**config.mk**
```make
export PLATFORM = sky130hd
export DESIGN_NAME = simple_req_master
export DESIGN_NICKNAME = d
export VERILOG_FILES = /design/src/rtl/simple_if_pkg.sv /design/src/rtl/simple_cmd_fifo.sv /design/src/rtl/simple_req_master.sv
export SDC_FILE = /design/constraint.sdc
export NUM_CORES = 1
export LEC_CHECK = 0
export CELL_PAD_IN_SITES_DETAIL_PLACEMENT = 0
export CELL_PAD_IN_SITES_GLOBAL_PLACEMENT = 1
export CORE_ASPECT_RATIO = 0.8
export CORE_MARGIN = 1.5
export CORE_UTILIZATION = 52
export DETAILED_ROUTE_END_ITERATION = 8
export DONT_BUFFER_PORTS = 1
export GPL_TIMING_DRIVEN = 0
export PLACE_DENSITY = 0.85
export SLEW_MARGIN = 30
export SYNTH_ARGS = -nofsm -noshare
export SYNTH_HDL_FRONTEND = slang
export SYNTH_HIERARCHICAL = 1
export SYNTH_SLANG_ARGS = --single-unit
```
**constraint.sdc**
```tcl
create_clock -name clk -period 8.5 [get_ports clk]
set_input_delay 0.85 -clock clk [delete_from_list [all_inputs] [get_ports clk]]
set_output_delay 0.85 -clock clk [all_outputs]
set_load 0.01 [all_outputs]
```
**src/rtl/simple_if_pkg.sv**
```systemverilog
// Shared types and default sizing for the simple_if requester.
package simple_if_pkg;

    typedef enum logic [0:0] {IDLE = 1'b0, REQ = 1'b1} srm_state_t;

    localparam int unsigned SRM_ADDR_W = 8;
    localparam int unsigned SRM_DATA_W = 8;
    localparam int unsigned SRM_DEPTH  = 4;
    localparam int unsigned SRM_TMO_W  = 4;
    localparam int unsigned TMO_MAX    = (1 << SRM_TMO_W) - 1;

    typedef struct packed {
        logic [SRM_ADDR_W-1:0] addr;
        logic [SRM_DATA_W-1:0] data;
    } srm_cmd_t;

    // Number of REQ cycles before an unacknowledged request times out.
    function automatic int unsigned tmo_limit(input int unsigned w);
        return (1 << w) - 1;
    endfunction

endpackage

```
**src/rtl/simple_cmd_fifo.sv**
```systemverilog
// Command FIFO: registered storage, combinational head, wrap-bit pointers.
module simple_cmd_fifo #(
    parameter int unsigned DEPTH = 4,
    parameter int unsigned WIDTH = 16
) (
    input  logic             clk,
    input  logic             resetn,
    input  logic             push_i,
    input  logic             pop_i,
    input  logic [WIDTH-1:0] wdata_i,
    output logic [WIDTH-1:0] head_o,
    output logic             full_o,
    output logic             empty_o,
    output logic             full_nxt_o
);
    localparam int unsigned AW = $clog2(DEPTH);
    localparam int unsigned PW = AW + 1;

    logic [WIDTH-1:0] mem_q [DEPTH];
    logic [PW-1:0]    wr_ptr_q, wr_ptr_d;
    logic [PW-1:0]    rd_ptr_q, rd_ptr_d;

    function automatic logic ptr_full(input logic [PW-1:0] w, input logic [PW-1:0] r);
        return (w[AW] != r[AW]) && (w[AW-1:0] == r[AW-1:0]);
    endfunction

    assign wr_ptr_d   = wr_ptr_q + PW'(push_i);
    assign rd_ptr_d   = rd_ptr_q + PW'(pop_i);
    assign empty_o    = (wr_ptr_q == rd_ptr_q);
    assign full_o     = ptr_full(wr_ptr_q, rd_ptr_q);
    assign full_nxt_o = ptr_full(wr_ptr_d, rd_ptr_d);
    assign head_o     = mem_q[rd_ptr_q[AW-1:0]];

    always_ff @(posedge clk or negedge resetn) begin
        if (!resetn) begin
            wr_ptr_q <= '0;
            rd_ptr_q <= '0;
        end else begin
            wr_ptr_q <= wr_ptr_d;
            rd_ptr_q <= rd_ptr_d;
        end
    end

    always_ff @(posedge clk) begin
        if (push_i) begin
            mem_q[wr_ptr_q[AW-1:0]] <= wdata_i;
        end
    end

endmodule

```
**src/rtl/simple_req_master.sv**
```systemverilog
// simple_if requester: queues commands, issues them one at a time, and returns
// the acknowledged data (or a timeout error) on a single-entry response port.
module simple_req_master
    import simple_if_pkg::*;
#(
    parameter int unsigned ADDR_W = SRM_ADDR_W,
    parameter int unsigned DATA_W = SRM_DATA_W,
    parameter int unsigned DEPTH  = SRM_DEPTH,
    parameter int unsigned TMO_W  = SRM_TMO_W
) (
    input  logic              clk,
    input  logic              resetn,
    input  logic              cmd_valid,
    output logic              cmd_ready,
    input  logic [ADDR_W-1:0] cmd_addr,
    input  logic [DATA_W-1:0] cmd_data,
    output logic              rsp_valid,
    input  logic              rsp_ready,
    output logic [DATA_W-1:0] rsp_data,
    output logic              rsp_err,
    output logic [ADDR_W-1:0] addr,
    output logic [DATA_W-1:0] data_in,
    input  logic [DATA_W-1:0] data_out,
    output logic              req,
    input  logic              req_ack
);
    localparam int unsigned TMO_LIM = tmo_limit(TMO_W);

    typedef struct packed {
        logic [ADDR_W-1:0] addr;
        logic [DATA_W-1:0] data;
    } cmd_t;

    srm_state_t        state_q, state_d;
    logic [TMO_W-1:0]  cnt_q, cnt_d;
    logic              req_q, req_d;
    logic [ADDR_W-1:0] addr_q, addr_d;
    logic [DATA_W-1:0] wdata_q, wdata_d;
    logic              rsp_valid_q, rsp_valid_d;
    logic [DATA_W-1:0] rsp_data_q, rsp_data_d;
    logic              rsp_err_q, rsp_err_d;
    logic              cmd_ready_q;

    cmd_t fifo_wdata, fifo_head;
    logic fifo_full, fifo_empty, fifo_full_nxt;
    logic push, start, ack, tmo;

    assign fifo_wdata = '{addr: cmd_addr, data: cmd_data};
    assign push  = cmd_valid && cmd_ready_q && !fifo_full;
    // Launch only when the response slot is free or is being drained this cycle.
    assign start = (state_q == IDLE) && !fifo_empty && (!rsp_valid_q || rsp_ready);
    assign ack   = (state_q == REQ) && req_ack;
    assign tmo   = (state_q == REQ) && !req_ack && (cnt_q == TMO_W'(TMO_LIM - 1));

    simple_cmd_fifo #(
        .DEPTH (DEPTH),
        .WIDTH (ADDR_W + DATA_W)
    ) u_fifo (
        .clk        (clk),
        .resetn     (resetn),
        .push_i     (push),
        .pop_i      (start),
        .wdata_i    (fifo_wdata),
        .head_o     (fifo_head),
        .full_o     (fifo_full),
        .empty_o    (fifo_empty),
        .full_nxt_o (fifo_full_nxt)
    );

    always_ff @(posedge clk or negedge resetn) begin
        if (!resetn) begin
            state_q <= IDLE;
        end else begin
            state_q <= state_d;
        end
    end

    always_comb begin
        state_d = state_q;
        case (state_q)
            IDLE:    if (start)       state_d = REQ;
            REQ:     if (ack || tmo)  state_d = IDLE;
            default:                  state_d = IDLE;
        endcase
    end

    always_comb begin
        cnt_d       = cnt_q;
        req_d       = req_q;
        addr_d      = addr_q;
        wdata_d     = wdata_q;
        rsp_valid_d = rsp_valid_q;
        rsp_data_d  = rsp_data_q;
        rsp_err_d   = rsp_err_q;
        if (rsp_valid_q && rsp_ready) begin
            rsp_valid_d = 1'b0;
        end
        if (start) begin
            cnt_d   = '0;
            req_d   = 1'b1;
            addr_d  = fifo_head.addr;
            wdata_d = fifo_head.data;
        end
        if (state_q == REQ) begin
            cnt_d = cnt_q + TMO_W'(1);
            // An ack in the timeout cycle still counts as a normal completion.
            if (ack) begin
                req_d       = 1'b0;
                rsp_valid_d = 1'b1;
                rsp_data_d  = data_out;
                rsp_err_d   = 1'b0;
            end else if (tmo) begin
                req_d       = 1'b0;
                rsp_valid_d = 1'b1;
                rsp_data_d  = '0;
                rsp_err_d   = 1'b1;
            end
        end
    end

    always_ff @(posedge clk or negedge resetn) begin
        if (!resetn) begin
            cnt_q       <= '0;
            req_q       <= 1'b0;
            addr_q      <= '0;
            wdata_q     <= '0;
            rsp_valid_q <= 1'b0;
            rsp_data_q  <= '0;
            rsp_err_q   <= 1'b0;
            cmd_ready_q <= 1'b0;
        end else begin
            cnt_q       <= cnt_d;
            req_q       <= req_d;
            addr_q      <= addr_d;
            wdata_q     <= wdata_d;
            rsp_valid_q <= rsp_valid_d;
            rsp_data_q  <= rsp_data_d;
            rsp_err_q   <= rsp_err_d;
            cmd_ready_q <= !fifo_full_nxt;
        end
    end

    assign cmd_ready = cmd_ready_q;
    assign req       = req_q;
    assign addr      = addr_q;
    assign data_in   = wdata_q;
    assign rsp_valid = rsp_valid_q;
    assign rsp_data  = rsp_data_q;
    assign rsp_err   = rsp_err_q;

endmodule

```
Yosys cells after proc, flatten, opt, wreduce, memory -nomap -nowiden
Memories as Yosys holds them, arrays and structs flattened. A register that Yosys moved wholly into a read port is not among the register bits.
Cells that the tools add are included.
- eq/ne operators: 6
- bitwise gates (word level): 1
- add/sub/neg operators: 3
- muxes and demuxes: 19
- reductions and logical operators: 21
- operator list (operator ; count):
    2-to-1 mux 8 bit ; 2
    2-to-1 mux 1 bit ; 14
    logical AND 1 bit ; 10
    2-to-1 mux 4 bit ; 2
    adder 3 x 1 -> 3 bit ; 2
    zero test 1 bit ; 6
    adder 4 x 1 -> 4 bit, second input constant ; 1
    equality test 2 bit ; 2
    equality test 4 bit, second input constant ; 1
    nonzero test 2 bit ; 2
    equality test 3 bit ; 1
    logical OR 1 bit ; 2
    != test 1 bit ; 2
    one-hot mux 1 bit (2 select lines) ; 1
    AND reduction 2 bit ; 1
    NOT 1 bit ; 1
- flip-flop bits (word level): 23
- memories: 1
- output and inout port bits: 28
- logic and storage cells: 60
- bits in writable memories: 64
- input bits: 29
- memories (memory ; depth ; width ; rd ports ; clocked after memory_dff ; write ports ; line ; source):
    u_fifo.mem_q ; 4 ; 16 ; 1 ; 1 ; 1 ; simple_cmd_fifo.sv:19 ; logic [WIDTH-1:0] mem_q [DEPTH];

Logic depth before layout (Yosys ltp)
Gate-level depths: netlist of run 1.
- depth after elaboration: 8
- gate-level depth with buffers: 12
- gate-level depth less buffers: 10

Modules after synthesis
The synthesis of run 1 kept the hierarchy.
- by module, submodules not included (module ; area an instance (um^2) ; cells each ; seq. area each (um^2) ; instances):
    simple_cmd_fifo ; 2673.8 ; 113 ; 2072.0 ; 1
    simple_req_master ; 1362.6 ; 89 ; 825.8 ; 1

Worst setup path after synthesis of run 1
No wires, ideal clock.
- kind: input -> register
- start point: input cmd_valid
- end point: memory u_fifo.mem_q[0][0] (enable)
- data required time: 8.087 ns
- arrival: 2.353 ns
- buffers on the path: 0
- stages on the path: 3
- library setup time: 0.413 ns
- path slack: 5.734 ns
- path through: nand2_1 > nor2_1 > nor3b_1
- word-level cells in the longest chain between the ends: 4
- ends and longest elaborated chain (what ; line ; source):
    start: declaration ; simple_req_master.sv:13 ; input logic cmd_valid,
    logical AND 1 bit (2 in series) ; simple_req_master.sv:49 ; assign push = cmd_valid && cmd_ready_q && !fifo_full;
    named net push ; simple_req_master.sv:46 ; logic push, start, ack, tmo;
    2-to-1 mux 1 bit ; simple_cmd_fifo.sv:45 ; if (push_i) begin
    2-to-1 mux 1 bit (not written as such) ; simple_cmd_fifo.sv:46 ; mem_q[wr_ptr_q[AW-1:0]] <= wdata_i;
    end: declaration ; simple_cmd_fifo.sv:19 ;
The timed path passes the listed nets, and every way through them passes these cells.

Worst setup path after layout of run 1
- start point: register u_fifo.rd_ptr_q[0]
- end point: register cmd_ready_q, in the netlist cmd_ready
- word-level cells in the longest chain between the ends: 8
- elaborated cells between the ends (all ways): 14
- classes of those cells: add/sub (2); eq/ne (4); reduce/logical (8)
- ends and longest elaborated chain (what ; line ; source):
    start: declaration ; simple_cmd_fifo.sv:21 ; logic [PW-1:0] rd_ptr_q, rd_ptr_d;
    start signal: assignment ; simple_cmd_fifo.sv:40 ; rd_ptr_q <= rd_ptr_d;
    equality test 3 bit ; simple_cmd_fifo.sv:29 ; assign empty_o = (wr_ptr_q == rd_ptr_q);
    named net fifo_empty ; simple_req_master.sv:45 ; logic fifo_full, fifo_empty, fifo_full_nxt;
    zero test 1 bit ; simple_req_master.sv:51 ; assign start = (state_q == IDLE) && !fifo_empty && (!rsp_valid_q || rsp_ready);
    logical AND 1 bit (2 in series) ; simple_req_master.sv:51 ;
    named net start ; simple_req_master.sv:46 ;
    adder 3 x 1 -> 3 bit ; simple_cmd_fifo.sv:28 ; assign rd_ptr_d = rd_ptr_q + PW'(pop_i);
    named net u_fifo.rd_ptr_d[1] ; simple_cmd_fifo.sv:21 ;
    equality test 2 bit ; simple_cmd_fifo.sv:24 ; return (w[AW] != r[AW]) && (w[AW-1:0] == r[AW-1:0]);
    logical AND 1 bit ; simple_cmd_fifo.sv:24 ;
    named net fifo_full_nxt ; simple_req_master.sv:45 ;
    zero test 1 bit ; simple_req_master.sv:139 ; cmd_ready_q <= !fifo_full_nxt;
    end signal: assignment ; simple_req_master.sv:139 ;
    end: declaration ; simple_req_master.sv:42 ; logic cmd_ready_q;
The timed path passes the listed nets, and every way through them passes these cells.
A chain may end at the register's enable or synchronous reset.

==> results by stage, run 1 <==
Status:
- The flow ran to the end, and the final reports show no timing, DRC or antenna violations.

Clocking:
- For the worst-skew pair, the clock arrives at the later sink with an insertion delay of roughly 350 ps.
- The clock net sink count is 103.
- No sink is reached through more buffers than the 2 on the longest clock path.
- The CTS tree is done.
- The clock tree root buffer cell is sky130_fd_sc_hd__clkbuf_8.
- The CTS clock-pin slew for the worst setup and hold paths is 100 ps.
- The total of cells resized after clock tree synthesis is 0.
- The number of setup buffers added after CTS is 0.
- The number of clock buffers inserted by TritonCTS is 9.
- Hold repair after CTS inserted 0 buffers.
- CTS built an H-tree with a depth of 3.

Yosys:
- Of the post-synthesis cell area, the dominant cell type holds 0.476.
- The post-synthesis share of cell area spent on full adders, half adders and majority gates is 0.0186.
- The share of the Yosys chip area taken by registers is 0.718.
- The number of distinct standard cells referenced by the synthesized netlist is 32.
- The synthesized netlist cell count is 202.
- By area, the combinational part of the netlist is dominated by multiplexers.
- Of the total synthesized cell area, the portion taken by XOR and XNOR cells is 0.0195.
- Each instance of the synthesized netlist takes up on average 20.0 sq um.
- By area the synthesized netlist is led by sky130_fd_sc_hd__edfxtp_1 48%, sky130_fd_sc_hd__dfrtp_1 24%, sky130_fd_sc_hd__mux4_2 5.0%, sky130_fd_sc_hd__mux4_1 4.6%, sky130_fd_sc_hd__mux2_4 3.7%.
- The synthesized design contains 103 register bits.
- The complex-gate fraction of the synthesized area is 0.0341.
- The Yosys step of the flow raised 6 warnings.
- Synthesis produced a netlist with a net count of ~240.
- The post-synth design cell area is 4040 sq um.
- Measured against the total synthesized area, the mux share comes to 0.153.
- sky130_fd_sc_hd__edfxtp_1 takes more of the synthesized area than any other cell.
- Of the total synthesized cell area, the portion taken by AND, OR, NAND and NOR gates is 0.0347.

Critical path:
- The worst setup path is launched from a flip-flop.
- Tracing the worst setup path back leads to its startpoint at u_fifo/rd_ptr_q[0].
- The beginning of the worst register-to-register path is u_fifo/rd_ptr_q[0].
- The depth of the worst register-to-register path is 12.
- The maximum fanout along the worst path is 10.
- The worst register-to-register path has a setup slack of 6000 ps.
- The class of the most critical setup path is flip-flop to flip-flop.
- STA puts the critical path data required time at 8740 ps.
- The worst path arrival time is roughly 2700 ps.
- The worst setup path is captured at a flip-flop.
- The termination of the worst setup path is cmd_ready.
- The endpoint identified for the worst register-to-register timing path is cmd_ready.

Placed design:
- The half-perimeter wire length of the detailed placement result is slightly above 4000 um.
- During placement, the flow inserted port buffers numbering 0.
- The placer's final routability congestion estimate is 0.737.

Global route:
- The global-route usage over all layers is 0.163.
- The total grt overflow is 0.
- The initial antenna violation count came to 0.
- The largest net degree at the start of global routing is 40.
- The first global-routing pass estimated 9630 um of wire.
- The number of global-route vias before repair is 1,861.

Floorplanning:
- Measured along the y axis, the die boundary spans about 80 um.
- The initialized floorplan defines 28 standard-cell rows.
- For this configuration, the core starts out at a cell density of 0.541.
- The die covers 8300 sq um.
- The total area inside the core boundary comes to 7460 sq um.
- 57 I/O pins were placed.
- From left edge to right edge, the die measures 102 um.

Timing:
- The max-slew violation count is 0.
- The maximum clock skew at final layout is 11.2 ps.
- The total count of hold-check failures in the final report came to 0.
- The total negative setup slack is 0 ps.
- Setup repair after global routing left no endpoint under its margin.
- The relative slew slack is 0.406.
- The top achievable clock speed is 399 MHz.
- Setup violations remaining at the end of the flow were counted as 0.
- The slew at the pin closest to its max-slew limit is 890 ps.
- Of the available clock period, the critical path in the final layout requires 0.295.
- Counting I/O delays and the setup requirement, the final critical path takes 2500 ps.

Power:
- The peak ir drop on the vdd network is 141 uV.
- The power consumption is 0.00165 W.
- The static leakage power is 1.67 nW.
- In this run the power density over the cells is 373 nW/um^2.

Routing:
- The final routed wirelength across all metal layers is between 6000 and 7000 um.
- The routed via count divided by cell count is 5.42.
- The number of detailed-route iterations in the first pass is 4.
- The detailed-route via count is 1,766.
- The residual antenna-violating net count after detailed routing is 0.
- Dividing the detail-routed wire length by the instance count gives 18.5 um.
- The post-detailed-route DRC marker count is 0.
- In this run, the number of DRC markers left after iteration 0 of detailed routing was 69.

Hold path:
- The path class of the tightest hold or removal check is input pin to async pin.

Final layout:
- The number of antenna diodes is 0.
- Of the cells placed in the final design, the portion with a size suffix greater than 1 is 0.249.
- The final-stage net count is roughly 250.
- Relative to the synthesized area, the layout overhead comes to 9.24%.

Flow run:
- The count of maximum capacitance violations is 0.
[area by class of cell]
| type | count | area (sq um) |
|---|---|---|
| Fill cell | 538 | 3050 |
| Sequential cell | 103 | 2900 |
| Multi-Input combinational cell | 88 | 1050 |
| Clock buffer | 11 | 163 |
| Tap cell | 105 | 131 |
| Buffer | 8 | 80.1 |
| Clock inverter | 5 | 45.0 |
| Timing Repair Buffer | 3 | 26.3 |
| Inverter | 3 | 11.3 |
[Yosys cell counts (all sizes together)]
cell type   n
edfxtp     64
dfrtp      39
mux2       17
mux4       16
a22o        9
buf         8
nor2        7
ha          6
nand2       6
xnor2       6
and3        3
inv         3
xor2        3
nor3b       2
o21a        2
o21ai       2
a21o        1
a21oi       1
and2        1
and3b       1
nand2b      1
nand3       1
nor2b       1
nor3        1
o211ai      1
[worst max-delay path: stages, from the launching register on]
cell                      delay, ps
sky130_fd_sc_hd__dfrtp_1        410
sky130_fd_sc_hd__buf_6          160
sky130_fd_sc_hd__buf_12         150
sky130_fd_sc_hd__xnor2_1        130
sky130_fd_sc_hd__and3_1         220
sky130_fd_sc_hd__nor3_4         230
sky130_fd_sc_hd__buf_6          190
sky130_fd_sc_hd__ha_1           170
sky130_fd_sc_hd__ha_1           250
sky130_fd_sc_hd__xnor2_1        160
sky130_fd_sc_hd__nand2_1         70
sky130_fd_sc_hd__nor3b_1        190
sky130_fd_sc_hd__inv_1           60
[sequential cells by signal, summed over array words and instances, names as in the netlist]
register	cells
rsp_valid	1
cnt_q	4
req	1
cmd_ready	1
rsp_data	8
u_fifo/mem_q	64
rsp_err	1
addr	8
state_q	1
u_fifo/wr_ptr_q	3
u_fifo/rd_ptr_q	3
data_in	8
[routing by layer]
metal  vias to the layer above  GRT usage  routed length, um
met3                         6     0.0723                431
met5                         -          0                  0
met4                         0     0.0542                 68
li1                        811          -                  -
met1                       900      0.199               2520
met2                        49      0.264               3000
[report_power, final]
part           internal (W)  switching (W)  leakage [nW]
clock              0.000137       0.000163         0.104
sequential         0.000699       0.000112          1.05
combinational      0.000300       0.000236         0.513
[logic make-up after synthesis]
logic type / count (synthesis)
buffers and inverters: 11
XOR/XNOR: 9
multiplexers: 33
AND/OR/NAND/NOR: 24
adder cells (fa/ha/maj): 6
flip-flops: 103
AO/OA/AOI/OAI: 16
[metrics by stage]
stage                     hold WS, ps  cell area, sq um  utilization  setup slack, ps  instances
after floorplan                   491              4040            -             5730        202
after global placement            515              4170        0.559             4940        307
after detailed placement          516              4200        0.563             5980        310
after CTS                         151              4410        0.591             5960        326
after global routing              137              4410        0.591             5750        326
final                             176              4410        0.591             6000        326
[how the worst min path moves through the flow]
stage                              end
detailed placement  u_fifo/wr_ptr_q[2]
CTS                           cnt_q[1]
global route                data_in[6]
global placement    u_fifo/wr_ptr_q[2]
finish                      data_in[2]
floorplan           u_fifo/wr_ptr_q[2]
[layout by cell type (no fill, tap or decap), drive strengths merged, types with 6 or more instances in the layout]
master / synthesis / final
buf: 8 / 11
nor2: 7 / 7
nand2: 6 / 6
ha: 6 / 6
a22o: 9 / 9
dfrtp: 39 / 39
clkbuf: 0 / 11
inv: 3 / 6
xnor2: 6 / 6
edfxtp: 64 / 64
mux4: 16 / 16
mux2: 17 / 17
Power figures use the tool's default switching activity.
==> inputs of run 2 (changes only) <==
--- a/config.mk
+++ b/config.mk
@@ -9,11 +9,11 @@
 export CELL_PAD_IN_SITES_GLOBAL_PLACEMENT = 1
 export CORE_ASPECT_RATIO = 0.8
 export CORE_MARGIN = 1.5
-export CORE_UTILIZATION = 52
+export CORE_UTILIZATION = 48
 export DETAILED_ROUTE_END_ITERATION = 8
 export DONT_BUFFER_PORTS = 1
 export GPL_TIMING_DRIVEN = 0
-export PLACE_DENSITY = 0.85
+export PLACE_DENSITY = 0.83
 export SLEW_MARGIN = 30
 export SYNTH_ARGS = -nofsm -noshare
 export SYNTH_HDL_FRONTEND = slang
==> constraint.sdc (replaced) <==
create_clock -name clk -period 2.1 [get_ports clk]
set_input_delay 0.21 -clock clk [delete_from_list [all_inputs] [get_ports clk]]
set_output_delay 0.21 -clock clk [all_outputs]
set_load 0.01 [all_outputs]
==> run 2 against run 1 <==
Hold slack got worse by 140 ps. Setup slack got worse by 5900 ps. Count of clock-buffer cells in the layout grew 1. Core utilization is 0.79 points higher. Total power grew to 4.4 times the previous value. Sequential share of layout area is 5.6 points lower. Critical path type unchanged. Critical endpoint unchanged. Largest cell class unchanged. Largest power group unchanged. Highest routed layer unchanged.
==> results by stage, run 2 (synthesized netlist as in run 1, its figures left out) <==
Critical path:
- The worst setup path is captured at a flip-flop.
- The beginning of the worst register-to-register path is u_fifo/rd_ptr_q[2].
- The reg2reg setup slack is 60 ps.
- The depth of the worst register-to-register path is 10.
- Following the worst setup path forward leads to its endpoint at cmd_ready.
- In this run the critical register-to-register path is captured at cmd_ready.
- The required time of the worst setup path is 2360 ps.
- The start point of the critical path is u_fifo/rd_ptr_q[2].
- The class of the most critical setup path is flip-flop to flip-flop.
- The worst path arrival time is 2300 ps.
- The launching element type of the critical path is a flip-flop.
- Along the worst path, the maximum fanout reaches 2.

Final layout:
- The ratio of cells with drive above 1 in the final layout is 0.286.
- The most common cell after layout, fill and taps aside is sky130_fd_sc_hd__edfxtp_1.
- Leaving out fill and tap cells, the most frequent cells in the layout are 64 x sky130_fd_sc_hd__edfxtp_1, 36 x sky130_fd_sc_hd__dfrtp_1, 25 x sky130_fd_sc_hd__dlygate4sd3_1, 10 x sky130_fd_sc_hd__mux2_4, 10 x sky130_fd_sc_hd__buf_4.
- The final-stage net count is 282.
- The finished layout holds 360 standard cells, fillers aside.
- The number of flip-flops in the largest register is 64.
- The area growth from synthesis to layout is 19.5%.
- At the end of the flow the core is filled with cells to 0.599.
- The number of antenna diodes in the final layout is 0.

Global route:
- The first global-routing pass estimated 11,400 um of wire.
- The initial antenna violation count is 0.
- For this run the aggregate overflow at the end of global routing stands at 0.
- The number of global-route vias before repair came to roughly 2.1k.
- Entering global routing, the biggest net connects 40 pins.
- Across every metal layer, demand over resource in global routing totals 0.176.

Floorplanning:
- The overall die height is 85.0 um.
- The top-level port count is 57.
- The area of the die is 8970 sq um.
- From left edge to right edge, the die measures 106 um.
- The placeable core area is 8060 sq um.
- The initial core utilization is 0.501.
- The row count is 29.

Routing:
- The number of DRC markers in iteration 0 is 73.
- For this block, the routed nets add up to 7110 um of wire.
- The post-detailed-route DRC marker count is 0.
- The residual antenna-violating net count after detailed routing is 0.
- Across all layers, the routed design uses 1,935 vias.
- The routed via count divided by cell count is 5.38.
- The average routed wire per standard cell is between 15 and 20 um.
- The number of detailed-route iterations in the first pass is 4.

Timing:
- The part of the cycle the worst path needs is 0.973.
- The maximum clock skew at final layout is roughly 12 ps.
- The max-slew violation count is 0.
- Derived from the worst setup path, the maximum achievable clock frequency is 490 MHz.
- The relative slew slack is 0.647.
- At the pin with the least slew margin, the transition time is around 530 ps.
- Setup total negative slack on the finished layout was measured at 0 ps.
- The final-report setup violation count is 0.
- The total count of hold-check failures in the final report is 0.
- Setup repair after global routing could not meet its margin everywhere.
- The smallest clock period supported by the final layout is computed as 2040 ps.

Placed design:
- Once detailed placement completed, the half-perimeter wirelength came to between 4000 and 5000 um.
- At the end of routability-driven placement, the weighted congestion stood at around 0.67.
- Once placement completed, the tool counted placed cells totaling 310.
- Port buffering added 0 buffers.

Power:
- For this design the ratio of total power to cell area is between 1500 and 2000 nW/um^2.
- Internal power comes to approximately 0.0050 W.
- Of the total power, the share spent switching nets is 0.313.
- Of the total power, combinational logic draws 0.364.
- The analysis attributes to cell leakage a power of 1.82 nW.
- The power dissipated by switching net loads is roughly 0.0023 W.
- The peak ir drop on the vdd network is about 660 uV.
- The share of total power dissipated in sequential elements is 0.457.
- The clock network power share is 0.179.
- The power consumption is 0.00729 W.

Status:
- The flow ran to the end, and the final reports show no timing, DRC or antenna violations.

Hold path:
- The path type of the worst min-delay path is input pin to flip-flop.

Clocking:
- The number of clock buffers inserted by TritonCTS is 9.
- Clock tree synthesis found a total of roughly 100 sinks.
- The CTS tree is done.
- Clock-pin slew was measured on the worst setup and hold paths at 90 ps.
- The clock latency reported for the late side of the worst-skew pair is approximately 360 ps.
- In this run the number of H-tree levels came out at 3.
- The clock tree root buffer cell is sky130_fd_sc_hd__clkbuf_8.
- The maximum clock insertion buffer count is 2.

Flow run:
- The count of maximum capacitance violations is 0.
[run 2: cell count changes in the layout (fill, tap and decap cells not counted), sizes merged]
cell | before | now
dlygate4sd3 | 0 | 25
buf | 11 | 17
inv | 6 | 3
bufinv | 0 | 2
clkbuf | 11 | 12
[run 2: final cells by class]
cell class | count | area [sq um]
multi-input cells | 88 | 1160
clock inverters | 4 | 71.3
clock buffers | 12 | 135
plain buffers | 5 | 43.8
flip-flops and latches | 103 | 2900
repair buffers | 37 | 365
inverters | 3 | 11.3
fillers | 585 | 3230
well taps | 108 | 135
[run 2: what timing repair did]
action / in CTS / in global routing
gates cloned: 0 / 0
hold buffers: 26 / 0
endpoints found under the hold margin: 111 / 0
buffers inserted: 9 / 2
pin swaps: 4 / 6
resized for setup: 13 / 6
endpoints found under the setup margin: 66 / 17
[run 2: worst max-delay path, cell delays in order, from the launching register on]
cell,delay [ps]
sky130_fd_sc_hd__dfrtp_2,460
sky130_fd_sc_hd__xnor2_1,250
sky130_fd_sc_hd__and3_4,240
sky130_fd_sc_hd__nor3_4,50
sky130_fd_sc_hd__buf_6,120
sky130_fd_sc_hd__ha_4,160
sky130_fd_sc_hd__ha_4,270
sky130_fd_sc_hd__xnor2_2,100
sky130_fd_sc_hd__nand2_1,70
sky130_fd_sc_hd__nor3b_2,170
sky130_fd_sc_hd__inv_1,50
[run 2: worst min path at each step]
stage | depth (start not counted) | to | startpoint
global placement | 0 | data_in[5] | resetn
floorplan | 0 | addr[0] | resetn
detailed placement | 0 | data_in[5] | resetn
finish | 2 | rsp_valid | rsp_ready
CTS | 2 | rsp_valid | rsp_ready
global route | 2 | rsp_valid | rsp_ready
[run 2: metrics by stage]
step | cell area, sq um | hold slack (ps) | setup WS [ps]
finish | 4820 | 38.4 | 57.3
global route | 4820 | 30.9 | -9.21
CTS | 4810 | 31.7 | 22.8
detailed placement | 4200 | -84.4 | -341
global placement | 4200 | -84.3 | -585
floorplan | 4060 | -85.6 | -105
[run 2: power groups by stage]
stage                     logic, W  clock network, W  registers, W
after floorplan            0.00189                 0       0.00323
after global placement     0.00219                 0       0.00332
after detailed placement   0.00228                 0       0.00336
after CTS                  0.00265           0.00133       0.00332
after global routing       0.00288           0.00141       0.00340
final                      0.00265           0.00130       0.00333
[run 2: metal layers]
layer,wire (um),GRT usage,vias up
met5,0,0,-
met4,91,0.0602,0
met3,402,0.0614,12
met2,3450,0.283,49
met1,3170,0.228,1003
li1,-,-,871
